`src/rtl/seg7_scan_driver.sv`:
```
// Multi-digit seven-segment scanner with tear-free frame commit.
// Optional: define SEG7_LEADING_ZERO_BLANK_EN to auto-blank leading zeros.
module seg7_scan_driver #(
  parameter int DIGITS   = 4,
  parameter int DIV_BITS = 10
) (
  input  logic                  clk,
  input  logic                  rst,
  input  logic                  load,
  input  logic [4*DIGITS-1:0]   value,
  input  logic [DIGITS-1:0]     blank_mask,
  output logic                  ready,
  output logic [6:0]            segments,
  output logic [DIGITS-1:0]     digit_sel,
  output logic                  frame_tick
);

  localparam int IDX_W = (DIGITS > 1) ? $clog2(DIGITS) : 1;
  localparam int VW    = 4 * DIGITS;
  localparam logic [IDX_W-1:0] LAST = IDX_W'(DIGITS - 1);

  logic [DIV_BITS-1:0] r_div;
  logic [IDX_W-1:0]    r_idx;
  logic [VW-1:0]       r_disp;
  logic [VW-1:0]       r_pend;
  logic                r_pending;
  logic                r_bnd;
  logic [6:0]          r_seg;
  logic [DIGITS-1:0]   r_sel;
  logic                r_tick;

  logic                w_step;
  logic                w_bnd;
  logic                w_acc;
  logic [3:0]          w_nib;
  logic                w_blank;
  logic [DIGITS-1:0]   w_onehot;
  logic [DIGITS-1:0]   w_lz;
  logic [DIGITS-1:0]   w_blank_vec;
  logic [6:0]          w_seg;

  function automatic logic [6:0] f_dec(input logic [3:0] n);
    logic [6:0] s;
    case (n)
      4'h0:    s = 7'h3F;
      4'h1:    s = 7'h06;
      4'h2:    s = 7'h5B;
      4'h3:    s = 7'h4F;
      4'h4:    s = 7'h66;
      4'h5:    s = 7'h6D;
      4'h6:    s = 7'h7D;
      4'h7:    s = 7'h07;
      4'h8:    s = 7'h7F;
      4'h9:    s = 7'h6F;
      4'hA:    s = 7'h77;
      4'hB:    s = 7'h7C;
      4'hC:    s = 7'h39;
      4'hD:    s = 7'h5E;
      4'hE:    s = 7'h79;
      default: s = 7'h71;
    endcase
    return s;
  endfunction

  assign w_step = &r_div;
  assign w_bnd  = w_step && (r_idx == LAST);
  assign w_acc  = load && !r_pending;

  // Digit i>0 is a leading zero when it and every higher nibble are zero.
  always_comb begin
    logic hi_zero;
    hi_zero = 1'b1;
    w_lz    = '0;
    for (int i = DIGITS - 1; i >= 1; i--) begin
      hi_zero = hi_zero && (r_disp[4*i +: 4] == 4'h0);
      w_lz[i] = hi_zero;
    end
  end

`ifdef SEG7_LEADING_ZERO_BLANK_EN
  assign w_blank_vec = blank_mask | w_lz;
`else
  assign w_blank_vec = blank_mask;
`endif

  always_comb begin
    w_nib    = 4'h0;
    w_blank  = 1'b0;
    w_onehot = '0;
    for (int i = 0; i < DIGITS; i++) begin
      if (r_idx == IDX_W'(i)) begin
        w_nib       = r_disp[4*i +: 4];
        w_blank     = w_blank_vec[i];
        w_onehot[i] = 1'b1;
      end
    end
  end

  assign w_seg = w_blank ? 7'h00 : f_dec(w_nib);

  always_ff @(posedge clk or posedge rst) begin
    if (rst) begin
      r_div     <= '0;
      r_idx     <= '0;
      r_disp    <= '0;
      r_pend    <= '0;
      r_pending <= 1'b0;
      r_bnd     <= 1'b0;
      r_seg     <= 7'h00;
      r_sel     <= '0;
      r_tick    <= 1'b0;
    end else begin
      r_div <= r_div + DIV_BITS'(1);
      if (w_step) begin
        r_idx <= (r_idx == LAST) ? '0 : r_idx + IDX_W'(1);
      end
      // A load accepted in the boundary cycle sees pending=0 here,
      // so it waits a whole frame for its commit.
      if (w_bnd && r_pending) begin
        r_disp    <= r_pend;
        r_pending <= 1'b0;
      end
      if (w_acc) begin
        r_pend    <= value;
        r_pending <= 1'b1;
      end
      r_bnd  <= w_bnd;
      r_seg  <= w_seg;
      r_sel  <= w_onehot;
      r_tick <= r_bnd;
    end
  end

  assign ready      = !r_pending;
  assign segments   = r_seg;
  assign digit_sel  = r_sel;
  assign frame_tick = r_tick;

endmodule

```
`config.mk`:
```
export PLATFORM = sky130hd
export DESIGN_NAME = seg7_scan_driver
export DESIGN_NICKNAME = d
export VERILOG_FILES = /design/src/rtl/seg7_scan_driver.sv
export SDC_FILE = /design/constraint.sdc
export NUM_CORES = 1
export LEC_CHECK = 0
export CORE_UTILIZATION = 45
export CTS_BUF_LIST = sky130_fd_sc_hd__clkbuf_4 sky130_fd_sc_hd__clkbuf_8
export CTS_CLUSTER_SIZE = 8
export DETAILED_ROUTE_END_ITERATION = 8
export PLACE_DENSITY_LB_ADDON = 0.25
export SKIP_CTS_REPAIR_TIMING = 1
export SLEW_MARGIN = 10
export SYNTH_ARGS = -nofsm -noshare
export SYNTH_HDL_FRONTEND = slang
export SYNTH_SLANG_ARGS = --single-unit
```
`constraint.sdc`:
```
create_clock -name clk -period 6.8 [get_ports clk]
set_clock_uncertainty 0.05 [all_clocks]
set_input_delay 0.68 -clock clk [delete_from_list [all_inputs] [get_ports clk]]
set_output_delay 0.68 -clock clk [all_outputs]
set_load 0.05 [all_outputs]
```
Word level (Yosys, flattened, before mapping)
Memories as Yosys holds them, arrays and structs flattened. Cells that the tools add are included.

Add/subtract/negate cells: 2. Equality and inequality tests: 3. Multiplexer cells: 16. Reductions and logical operators: 7.

Operator list (number): $mux W4 (4); $add A10 B1 Y10 const B (1); $mux W1 (10); $reduce_and A10 Y1 (1); $mux W7 (1); $eq A2 B2 Y1 const B (2); $logic_and A1 B1 Y1 (3); $add A2 B1 Y2 const B (1); $eq A2 B1 Y1 const B (1); $logic_not A2 Y1 (1); $mux W2 (1); $reduce_bool A2 Y1 (1); $logic_not A1 Y1 (1).

Bits in registers: 58. Memory bits (read-only): 112. Bits of input ports: 23. Output and inout port bits: 13. Word-level logic and storage cells: 38. Memories kept: 1.

Memory list: (name not given) (words 16, width 7, rd ports 1, clocked after Yosys merged registers in 0, write ports 0, line 44) `case (n)`.

Longest topological paths before layout
Gate-level depths: netlist of run 1. An unclocked memory read counts as a cell.

Depth after elaboration: 7. Gate-level depth with buffers: 11. Gate-level depth less buffers: 10.

Worst setup path before layout of run 1
OpenSTA, ideal clock, no wires.

Path type: register -> register. From: reg r_idx[0]. To: reg r_seg[6] (netlist: segments[6]). Arrival: 2028 ps. Path slack: 4618 ps. Cell stages (with the launch flop): 11. Cell sequence: dfrtp_1 > ha_1 > buf_2 > inv_1 > o22ai_1 > a31oi_1 > inv_1 > ha_1 > nand2_1 > nand2_1 > a221oi_1.

Word-level cells in the longest chain between the ends: 7. Elaborated cells on any way between the ends: 14. Classes of those cells: 3 x eq/ne; 9 x mux; 1 x reduce/logical; 1 x memory.

RTL lines: start, declared (line 23) `logic [IDX_W-1:0] r_idx;`; start signal, assigned (line 115) `r_idx <= (r_idx == LAST) ? '0 : r_idx + IDX_W'(1);`; $logic_not A2 Y1 (line 91) `if (r_idx == IDX_W'(i)) begin`; $mux W4 (4 in series) (line 91); $mem_v2 Z16 W7; $mux W7 (*) (line 99) `assign w_seg = w_blank ? 7'h00 : f_dec(w_nib);`; named net w_seg[6] (line 40) `logic [6:0] w_seg;`; end signal, assigned (line 128) `r_seg <= w_seg;`; end, declared (line 28) `logic [6:0] r_seg;`.

The timed path passes the listed nets; every way through them passes the cells marked *. A chain may end at the register's enable or synchronous reset.

Worst setup path in the final report of run 1
From: reg r_idx[0]. To: reg r_seg[0] (netlist: segments[0]).

The elaborated chain is that of the path after synthesis.

==> summary.md, run 1 <==
| Metric | Value |
|---|---|
| Outcome | complete, no violations |
| Critical Path Fanout Max | 7 |
| Mapped cell area | between 2000 and 3000 sq um |
| Overall Power | about 750 uW |
| Mapped Cells | between 200 and 250 |
| Mapped Nets | roughly 240 |
| Max clock buf depth | 2 |
| Crit share post-route | 36.49% |
| R2R depth | 9 |
| Internal | about 600 uW |
| Seq pwr share | approximately half |
| Clock sink count | 58 |
| Worst hold-check path type | reg2reg |
| Crit path kind | reg2reg |
| FMAX | around 400 MHz |
| Share of cells above drive strength 1 | between 20 and 25% |
| Vias | approximately 1600 |
| Gr usage total | between 10% and 20% |
| #FFs+latches synth | 58 |
| Via density | 5.078 |
| Row Count | 27 |
| Cell leakage power | 0.001485 uW |
| Largest net degree at the start of global routing | between 50 and 60 |
| Die W | between 70 and 80 microns |
| Die Y | between 70 and 80 microns |
| First-pass GRT wire length | between 8000 and 9000 microns |
| CTS tree | built |
| Worst Hold Depth | 0 |
| Fin area | around 3200 sq um |
| Worst Hold End | frame_tick |
| Relative slew slack | 47.89% |
| R2R setup slack | approximately 4.3 ns |
| Crit path launch type | flop |
| PortBufs | 35 |
| Final #Nets | 279 |
| VDD IR max | about 140 uV |
| R2r startpoint | r_idx[0] |
| DR pass1 iterations | 4 |
| Min Tclk post-route | roughly 2.5 ns |
| WP data required | approximately 7.0 ns |
| IO Pins | 36 |
| Post-synth EDFFs | 0 |
| Post-synth ARST share | 100.0% |
| Slowest Stage Delay on Critical Path | 0.41 ns |
| Clock latency on the worst-skew pair | 0.33 ns |
| ANT nets after route | 0 |
| Post-Route WL | about 4400 microns |
| Cts bufs inserted | 9 |
| Routed wire length per instance | approximately 14 microns |
| Endpoints failing hold | 0 |
| Final setup vio count | 0 |
| Unique masters post-synth | 38 |
| Sw Ratio | between 20% and 30% |
| Power Density | roughly 230 nW/um^2 |
| Max-Cap Viols | 0 |
| Hold Startpoint | r_bnd |
| Syn-to-layout area delta | 25.01% |
| Main synth FF type | dfrtp_1 |
| Ant diodes | 0 |
| Initial drt markers | 46 |
| Combinational power share | 5.7% |
| Worst slew pin tran | 0.7791 ns |
| CTS root buffer | clkbuf_8 |
| Die area | between 6000 and 7000 sq um |
| Top cell family by delay on the critical path | compound AO/OA/AOI/OAI gates |
| Worst R2R End | segments[0] |
| Max-slew violations | 0 |
| Switch Pwr | 154.5 uW |
| DP HPWL | between 3000 and 4000 microns |
| WP depth | 9 |
| Initial Util | roughly 47% |
| Unrepaired setup endpoints after global routing | no |
| Worst-path cell chain | inv_1 > ha_1 > nor2_1 > o211ai_1 > o211ai_1 > inv_1 > ha_1 > nor3_1 > o31a_1 |
| Slowest-stage cell, CP | dfrtp_1 |
| Worst path bufs/invs | 2 |
| Clock-pin transition on the worst setup and hold timing paths | roughly 0.06 ns |
| DP Area | between 2000 and 3000 sq um |
| CP Capture Type | flop |
| Initial antenna violation count | 0 |
| DRC Markers | 0 |
| Clk pwr share | 46.2% |
| Arr. time, crit path | about 2.7 ns |
| Vias in the first global route | around 1800 |
| Grt ovf | 0 |
| Total negative slack | 0 ns |
| Critical Path Start | r_idx[0] |
| Post-synthesis sequential area ratio | between 50 and 60% |
| Core area | between 5000 and 6000 sq um |
| Avg Cell Area, Syn | 12.75 sq um |
| Placer Congestion | 0.8749 |
| YS warnings | 0 |
| CTS H-tree lvls | 3 |
==> final cells by class <==
class,count,area [sq um]
clock buffers,11,145.1
clock inverters,5,77.57
inverters,10,37.54
fillers,458,2286
repair buffers,37,365.4
well taps,72,90.09
multi-input cells,129,1054
flip-flops and latches,58,1451
==> sequential cells by signal (all words and copies together) (netlist names) <==
| register | count |
|---|---|
| r_div | 10 |
| segments | 7 |
| r_disp | 16 |
| r_bnd | 1 |
| r_idx | 2 |
| digit_sel | 4 |
| frame_tick | 1 |
| r_pend | 16 |
| r_pending | 1 |
==> worst max path at each step <==
| stage | to |
|---|---|
| 3_3_place_gp | segments[0] |
| 4_1_cts | segments[4] |
| 5_1_grt | segments[6] |
| 3_5_place_dp | segments[0] |
| 6_report | segments[0] |
| 2_1_floorplan | segments[6] |
==> worst reg2reg max path, stage by stage, from the launching register on <==
cell	delay [ns]
dfrtp_1	0.41
inv_1	0.09
ha_1	0.29
nor2_1	0.31
o211ai_1	0.15
o211ai_1	0.26
inv_1	0.17
ha_1	0.25
nor3_1	0.25
o31a_1	0.18
==> power by group through the flow <==
stage / Combinational [uW] / Sequential (uW) / Clock, uW
floorplan: 16.9 / 375 / 0
detailed placement: 44.2 / 370 / 0
CTS: 44.2 / 364 / 357
finish: 43.1 / 363 / 348
global placement: 43.2 / 370 / 0
global route: 47.8 / 365 / 373
==> cells in the mapped netlist (4+ instances only) <==
| cell type | count | area share [%] |
|---|---|---|
| ha_1 | 11 | 5.3 |
| dfrtp_1 | 58 | 56 |
| inv_1 | 10 | 1.5 |
| a21oi_1 | 6 | 1.2 |
| nand2_1 | 19 | 2.8 |
| xnor2_1 | 5 | 1.7 |
| nand3b_1 | 4 | 1.2 |
| mux2_2 | 34 | 15 |
| nand3_1 | 4 | 0.78 |
| nor2_1 | 8 | 1.2 |
==> layout by cell type, fill, tap and decap left out, types with 2 or more instances in the layout <==
cell type / instances
dfrtp_1: 58
nand2_1: 19
o21ai_0: 3
clkinv_2: 2
clkbuf_8: 10
nor3_1: 2
ha_1: 11
o211ai_1: 3
nand3_1: 4
mux2_2: 34
a221oi_1: 2
nor2_1: 8
and4_1: 2
nor2b_1: 3
nor3b_1: 2
xor2_1: 3
inv_1: 9
nand3b_1: 4
buf_4: 2
a21oi_1: 6
xnor2_1: 5
bufinv_16: 2
clkdlybuf4s50_1: 35
a211oi_1: 2
==> routing by layer <==
layer  global-route usage [%]  wire length [microns]  vias to the layer above
li1                         -                      -                      791
met2                    27.43                   2063                       41
met5                        0                      0                        -
met3                    5.882                    186                       10
met4                    10.75                    111                        0
met1                    22.18                   2075                      793
==> per-stage QoR <==
step | util [%] | std cells | hold slack (ns) | setup slack, ns
after floorplan | - | 202 | 0.2812 | 4.618
after global placement | 54.44 | 306 | 0.2911 | 4.437
after detailed placement | 54.44 | 306 | 0.2965 | 4.367
after CTS | 58.49 | 322 | 0.3114 | 4.344
after global routing | 58.49 | 322 | 0.3325 | 4.027
final | 58.49 | 322 | 0.3115 | 4.318
==> kinds of logic after synthesis <==
kind of cell	after synthesis	share of synthesized area, %
XOR/XNOR	8	2.720
buffers and inverters	15	2.768
AO/OA/AOI/OAI	25	6.945
adder cells (fa/ha/maj)	11	5.342
AND/OR/NAND/NOR	50	10.64
flip-flops	58	56.34
multiplexers	35	15.25
No activity file was read; power rests on OpenSTA's default activity.
==> inputs of run 2 (changes only) <==
==> constraint.sdc (replaced) <==
create_clock -name clk -period 2.37 [get_ports clk]
set_clock_uncertainty 0.05 [all_clocks]
set_input_delay 0.237 -clock clk [delete_from_list [all_inputs] [get_ports clk]]
set_output_delay 0.237 -clock clk [all_outputs]
set_load 0.05 [all_outputs]
==> run 2 against run 1 <==
Largest power group unchanged. Highest routed layer unchanged. Largest cell class unchanged. Die area is the same. Worst setup slack got worse by 4.1 ns. Global-route usage grew 0.26 points. Combinational power rose to 2.9 times the previous value.
==> summary.md, run 2 (synthesis gave the netlist of run 1 again) <==
| Metric | Value |
|---|---|
| Cell leakage power | 0.001500 uW (+1.0%) |
| Critical Path Fanout Max | 7 (unchanged) |
| Worst-path cell chain | inv_1 > ha_1 > nor2_1 > o211ai_1 > o211ai_1 > buf_4 > ha_1 > a21oi_1 > a22oi_1 > nor2_1 |
| WP data required | 2.58 ns (-4.43 ns) |
| Slowest-stage cell, CP | dfrtp_1 |
| Worst slew pin tran | 0.4955 ns (-0.2836 ns) |
| Unrepaired setup endpoints after global routing | no |
| Clock latency on the worst-skew pair | 0.33 ns (about the same) |
| FMAX | 454.8 MHz (+13%) |
| Placer Congestion | 0.8784 (+0.40%) |
| Total negative slack | 0 ns (unchanged) |
| Clock sink count | 58 (unchanged) |
| First-pass GRT wire length | 8211 microns (+1.5%) |
| Grt ovf | 0 (unchanged) |
| Row Count | 27 (unchanged) |
| CTS H-tree lvls | 3 (unchanged) |
| Die area | 6032 sq um (unchanged) |
| Clk pwr share | 40.4% (-5.8 points) |
| Crit share post-route | 92.77% (+56 points) |
| Via density | 5.162 (+1.7%) |
| Max clock buf depth | 2 (unchanged) |
| DP Area | 3050 sq um (+1.8%) |
| Sw Ratio | 21.90% (+1.4 points) |
| Min Tclk post-route | 2.199 ns (-0.2830 ns) |
| Final Util | 58.60% (+0.11 points) |
| Final #Nets | 286 (+2.5%) |
| ANT nets after route | 0 (unchanged) |
| R2R depth | 10 (+1) |
| CTS tree | built |
| Commonest non-fill, non-tap cell in the layout | dfrtp_1 |
| Switch Pwr | 429.7 uW (+180%) |
| Most frequent cells in the layout | dfrtp_1 (58), clkdlybuf4s50_1 (35), mux2_2 (34) |
| Internal | 1532 uW (+160%) |
| Worst hold-check path type | in2async |
| Initial Util | 46.78% (unchanged) |
| Arr. time, crit path | 2.41 ns (-0.29 ns) |
| Max-Cap Viols | 0 (unchanged) |
| Worst R2R End | segments[3] |
| Vias in the first global route | 1745 (-1.4%) |
| DP HPWL | 3385 microns (+5.9%) |
| Gr usage total | 18.25% (+0.26 points) |
| Fin area | 3227 sq um (+0.19%) |
| Share of cells above drive strength 1 | 25.39% (+2.6 points) |
| Regs by FF count | r_disp: 16 flops, r_pend: 16 flops, r_div: 10 flops |
| Initial antenna violation count | 0 (unchanged) |
| Crit path launch type | flop |
| CTS root buffer | clkbuf_8 |
| Relative slew slack | 66.86% (+19 points) |
| IO Pins | 36 (unchanged) |
| CP Capture Type | flop |
| Largest net degree at the start of global routing | 24 (-59%) |
| Initial drt markers | 96 (+110%) |
| Die Y | 77.67 microns (unchanged) |
| Core area | 5507 sq um (unchanged) |
| Critical Path Start | r_idx[0] |
| Vias | 1693 (+3.5%) |
| Outcome | complete, no violations |
| R2R setup slack | 0.17 ns (-4.15 ns) |
| Routed wire length per instance | 13.86 microns (+0.58%) |
| Die W | 77.67 microns (unchanged) |
| Crit path kind | reg2reg |
| Cts bufs inserted | 9 (unchanged) |
| Max-slew violations | 0 (unchanged) |
| Ant diodes | 0 (unchanged) |
| Post-Route WL | 4546 microns (+2.5%) |
| Syn-to-layout area delta | 25.25% |
| Combinational power share | 6.4% (+0.7 points) |
| Power Density | 608.0 nW/um^2 (+160%) |
| VDD IR max | 401.8 uV (+180%) |
| Clock-pin transition on the worst setup and hold timing paths | 0.06 ns (about the same) |
| DR pass1 iterations | 4 (unchanged) |
| Critical path capture point | segments[3] |
| Final setup vio count | 0 (unchanged) |
| Seq pwr share | 53.2% (+5.1 points) |
| Endpoints failing hold | 0 (unchanged) |
| Fin Hold WS | 0.1881 ns (-0.1234 ns) |
| R2r startpoint | r_idx[0] |
| Slowest Stage Delay on Critical Path | 0.42 ns (about the same) |
| DRC Markers | 0 (unchanged) |
| PortBufs | 35 (unchanged) |
## run 2: changes by cell type in the layout (fill, tap and decap cells not counted), sizes merged
cell      change
buf           +7
bufinv        -2
clkbuf        +1
clkinv        +1
clkinvlp      -1
## run 2: worst min-delay path by stage
stage | start | to | slack, ns | cells after the start
after floorplan | r_bnd | frame_tick | 0.28 | 0
after global placement | r_bnd | frame_tick | 0.28 | 0
after detailed placement | r_bnd | frame_tick | 0.30 | 0
after CTS | rst | r_disp[9] | 0.20 | 2
after global routing | rst | r_disp[10] | 0.24 | 2
final | rst | r_disp[9] | 0.19 | 2
## run 2: per-layer routing
metal	vias up	global-route usage, %	wire (microns)
met4	0	9.623	87
met1	829	23.43	2164
li1	811	-	-
met5	-	0	0
met2	42	27.52	2084
met3	11	5.765	210
## run 2: area by class of cell
type / count / area [sq um]
fill: 471 / 2280
sequential: 58 / 1451
multi-input combinational: 129 / 1056
timing repair buffer: 44 / 417.9
clock buffer: 12 / 158.9
tap: 72 / 90.09
inverter: 10 / 37.54
clock inverter: 3 / 15.01
## run 2: power by group through the flow
stage	registers, uW	logic (uW)	clock network (uW)
2_1_floorplan	1070	48.4	0
3_3_place_gp	1060	125	0
3_5_place_dp	1060	128	0
4_1_cts	1050	128	818
5_1_grt	1050	140	863
6_report	1040	125	792
## run 2: critical path, delay by kind of cell (launching register included)
kind / cells / cell delay (ns)
adder cells (fa/ha/maj): 2 / 0.53
AO/OA/AOI/OAI: 4 / 0.52
flip-flops: 1 / 0.42
AND/OR/NAND/NOR: 2 / 0.32
buffers and inverters: 2 / 0.28
## run 2: metrics by stage
step | power (uW) | setup WS [ns] | std cells
after floorplan | 1123 | 0.1880 | 202
after global placement | 1186 | 0.2061 | 313
after detailed placement | 1192 | 0.09685 | 313
after CTS | 1991 | 0.07808 | 328
after global routing | 2052 | 0.01639 | 328
final | 1962 | 0.1714 | 328
==> inputs of run 3 (changes only) <==
--- a/config.mk
+++ b/config.mk
@@ -5,13 +5,16 @@
 export SDC_FILE = /design/constraint.sdc
 export NUM_CORES = 1
 export LEC_CHECK = 0
+export ABC_AREA = 1
 export CORE_UTILIZATION = 45
 export CTS_BUF_LIST = sky130_fd_sc_hd__clkbuf_4 sky130_fd_sc_hd__clkbuf_8
 export CTS_CLUSTER_SIZE = 8
 export DETAILED_ROUTE_END_ITERATION = 8
 export PLACE_DENSITY_LB_ADDON = 0.25
 export SKIP_CTS_REPAIR_TIMING = 1
+export SKIP_LAST_GASP = 1
 export SLEW_MARGIN = 10
 export SYNTH_ARGS = -nofsm -noshare
 export SYNTH_HDL_FRONTEND = slang
 export SYNTH_SLANG_ARGS = --single-unit
+export TNS_END_PERCENT = 30
==> run 3 against run 2 <==
Utilization barely moved. First-iteration DRC count fell by 22%. Critical path type unchanged. Largest cell class unchanged. Die area rose by 1.9%. Non-clock buffer count fell by 6.
==> summary.md, run 3 <==
| Metric | Value |
|---|---|
| Outcome | complete, no violations |
| Cell leakage power | 0.001679 uW (+12%) |
| DP Area | 3043 sq um (-0.25%) |
| FMAX | 475.8 MHz (+4.6%) |
| Worst hold-check path type | in2async |
| Worst slew pin tran | 0.6446 ns (+0.1492 ns) |
| Clock-pin transition on the worst setup and hold timing paths | 0.07 ns (about the same) |
| First-pass GRT wire length | 8493 microns (+3.4%) |
| Commonest non-fill, non-tap cell in the layout | nand2_1 |
| Post-Layout Cell Count | 388 (+18%) |
| Vias | 1840 (+8.7%) |
| Initial antenna violation count | 0 (unchanged) |
| Clock sink count | 58 (unchanged) |
| Dominant cells by area after synthesis | dfrtp_1 (55%), nand2_1 (12%), mux2_2 (6.9%) |
| Die Y | 78.40 microns (+0.94%) |
| DRC Markers | 0 (unchanged) |
| Synth cell count leaders | nand2_1 (87), dfrtp_1 (58), nor2_1 (22), inv_1 (21), mux2_2 (16) |
| Met3 Track Usage GR | 5.116% (-0.65 points) |
| Vias in the first global route | 1941 (+11%) |
| M1 GR Usage | 23.43% (about the same) |
| Mapped Cells | 267 (+32%) |
| Crit path launch type | flop |
| Area of the multi-input gates | 1050 sq um (-0.59%) |
| VDD IR max | 389.0 uV (-3.2%) |
| Mapped cell area | 2626 sq um (+1.9%) |
| Gr usage total | 18.45% (+0.21 points) |
| Unrepaired setup endpoints after global routing | no |
| Crit share post-route | 88.68% (-4.1 points) |
| Mapped Nets | 301 (+28%) |
| Cts bufs inserted | 9 (unchanged) |
| R2R setup slack | 0.27 ns (+0.10 ns) |
| Largest net degree at the start of global routing | 22 (-8.3%) |
| Top-count cell post-synth | nand2_1 |
| Placed insts | 372 (+19%) |
| DR pass1 iterations | 4 (unchanged) |
| Final #Nets | 345 (+21%) |
| Post-synth EDFFs | 0 (unchanged) |
| CP Capture Type | flop |
| Main synth FF type | dfrtp_1 |
| Initial drt markers | 75 (-22%) |
| Max clock buf depth | 2 (unchanged) |
| Unique masters post-synth | 25 (-34%) |
| Worst Setup Slack post-DPL | 0.2154 ns (+0.1186 ns) |
| Routed wire length per instance | 12.03 microns (-13%) |
| Post-Route WL | 4666 microns (+2.6%) |
| Reg area | 1451 sq um (unchanged) |
| Via density | 4.742 (-8.1%) |
| #FFs+latches synth | 58 (unchanged) |
| Post-synthesis sequential area ratio | 55.26% (-1.1 points) |
| Crit path kind | reg2reg |
| Clock latency on the worst-skew pair | 0.34 ns (about the same) |
| Worst R2R End | segments[3] |
| Die W | 78.40 microns (+0.94%) |
| IO Pins | 36 (unchanged) |
| Row Count | 27 (unchanged) |
| Grt ovf | 0 (unchanged) |
| WP data required | 2.55 ns (-0.03 ns) |
| Min Tclk post-route | 2.102 ns (-0.09682 ns) |
| Max-Cap Viols | 0 (unchanged) |
| Arr. time, crit path | 2.28 ns (-0.13 ns) |
| Met2 Usage GRT | 28.77% (+1.2 points) |
| CTS root buffer | clkbuf_8 |
| Post-synth top area cell | dfrtp_1 |
| Syn-to-layout area delta | 24.34% |
| Die area | 6146 sq um (+1.9%) |
| Critical Path Fanout Max | 7 (unchanged) |
| YS warnings | 0 (unchanged) |
| ANT nets after route | 0 (unchanged) |
| Fillers | 490 (+4.0%) |
| Post-synth ARST share | 100.0% (unchanged) |
| CTS H-tree lvls | 3 (unchanged) |
| Most frequent cells in the layout | nand2_1 (87), dfrtp_1 (58), clkdlybuf4s50_1 (35) |
| Post-route setup slack | 0.2682 ns (+0.09682 ns) |
| GRT busiest layer | met2 |
| Endpoints failing hold | 0 (unchanged) |
| Total negative slack | 0 ns (unchanged) |
| Top cell type's share of synthesized area | 55.26% (-1.1 points) |
| R2r startpoint | r_idx[0] |
| Fin area | 3266 sq um (+1.2%) |
| Final Util | 58.59% (about the same) |
| Core area | 5574 sq um (+1.2%) |
| Relative slew slack | 56.92% (-9.9 points) |
| Avg Cell Area, Syn | 9.836 sq um (-23%) |
| Max-slew violations | 0 (unchanged) |
| Placer Congestion | 0.8712 (-0.82%) |
| Share of cells above drive strength 1 | 15.82% (-9.6 points) |
| PortBufs | 35 (unchanged) |
| R2R depth | 13 (+3) |
| CTS tree | built |
| DP HPWL | 3378 microns (-0.20%) |
| Ant diodes | 0 (unchanged) |
| Power Density | 657.6 nW/um^2 (+8.2%) |
| Initial Util | 47.12% (+0.33 points) |
| Regs by FF count | r_disp: 16 flops, r_pend: 16 flops, r_div: 10 flops |
| Final setup vio count | 0 (unchanged) |
run 3: cell count changes in the layout (fill, tap and decap cells not counted), sizes merged, moves of 4 or more:
cell	delta
nand3b	-4
a21oi	+8
o21ai	+4
buf	-6
nand3	+4
nand2	+72
nor2	+15
inv	+11
mux2	-18
run 3: power by group:
part	switching [uW]	internal, uW
logic	54.6	61.3
clock network	386	613
registers	13.9	1020
run 3: kinds of logic after synthesis:
family | Yosys count | synth area share (%)
buffers and inverters | 27 | 4.955
and+or+nand+nor | 125 | 20.34
DFF | 58 | 55.26
AOI/OAI and AO/OA | 23 | 5.003
adders and majority gates | 11 | 5.241
xor gates and xnor gates | 7 | 2.334
muxes | 16 | 6.860
run 3: cell type report:
type                       instances  area share [%]
clock buffer                      10           4.215
clock inverter                     6           2.452
timing repair buffer              38           11.42
inverter                          22           2.567
tap                               72           2.759
sequential                        58           44.44
multi-input combinational        182           32.15
run 3: worst max-delay path by stage:
| stage | startpoint | cells after the start | to | slack, ns |
|---|---|---|---|---|
| floorplan | r_idx[0] | 12 | segments[3] | 0.36 |
| global placement | r_idx[0] | 13 | segments[3] | 0.30 |
| detailed placement | r_idx[0] | 13 | segments[3] | 0.22 |
| CTS | r_idx[0] | 13 | segments[3] | 0.20 |
| global route | r_idx[0] | 13 | segments[3] | 0.02 |
| finish | r_idx[0] | 13 | segments[3] | 0.27 |
run 3: metrics by stage:
stage | total power, uW | hold WS [ns]
2_1_floorplan | 1106 | 0.2812
3_3_place_gp | 1167 | 0.2823
3_5_place_dp | 1171 | 0.3036
4_1_cts | 2170 | 0.1691
5_1_grt | 2234 | 0.2028
6_report | 2148 | 0.1576
run 3: per-layer routing:
metal  part of all wire [%]  vias up
met3                    4.2       10
met4                    2.8        0
met2                     46       41
met1                     47      860
li1                       -      929
met5                      0        -
run 3: worst max-delay path, cell delays in order, from the launching register on:
cell	delay [ns]
dfrtp_1	0.40
inv_1	0.13
ha_2	0.26
inv_1	0.11
nand3_1	0.09
nand2_1	0.05
nand2_1	0.14
inv_1	0.12
ha_1	0.29
inv_1	0.04
nand2_1	0.05
nand2_1	0.06
o21ai_0	0.14
nor2_1	0.05
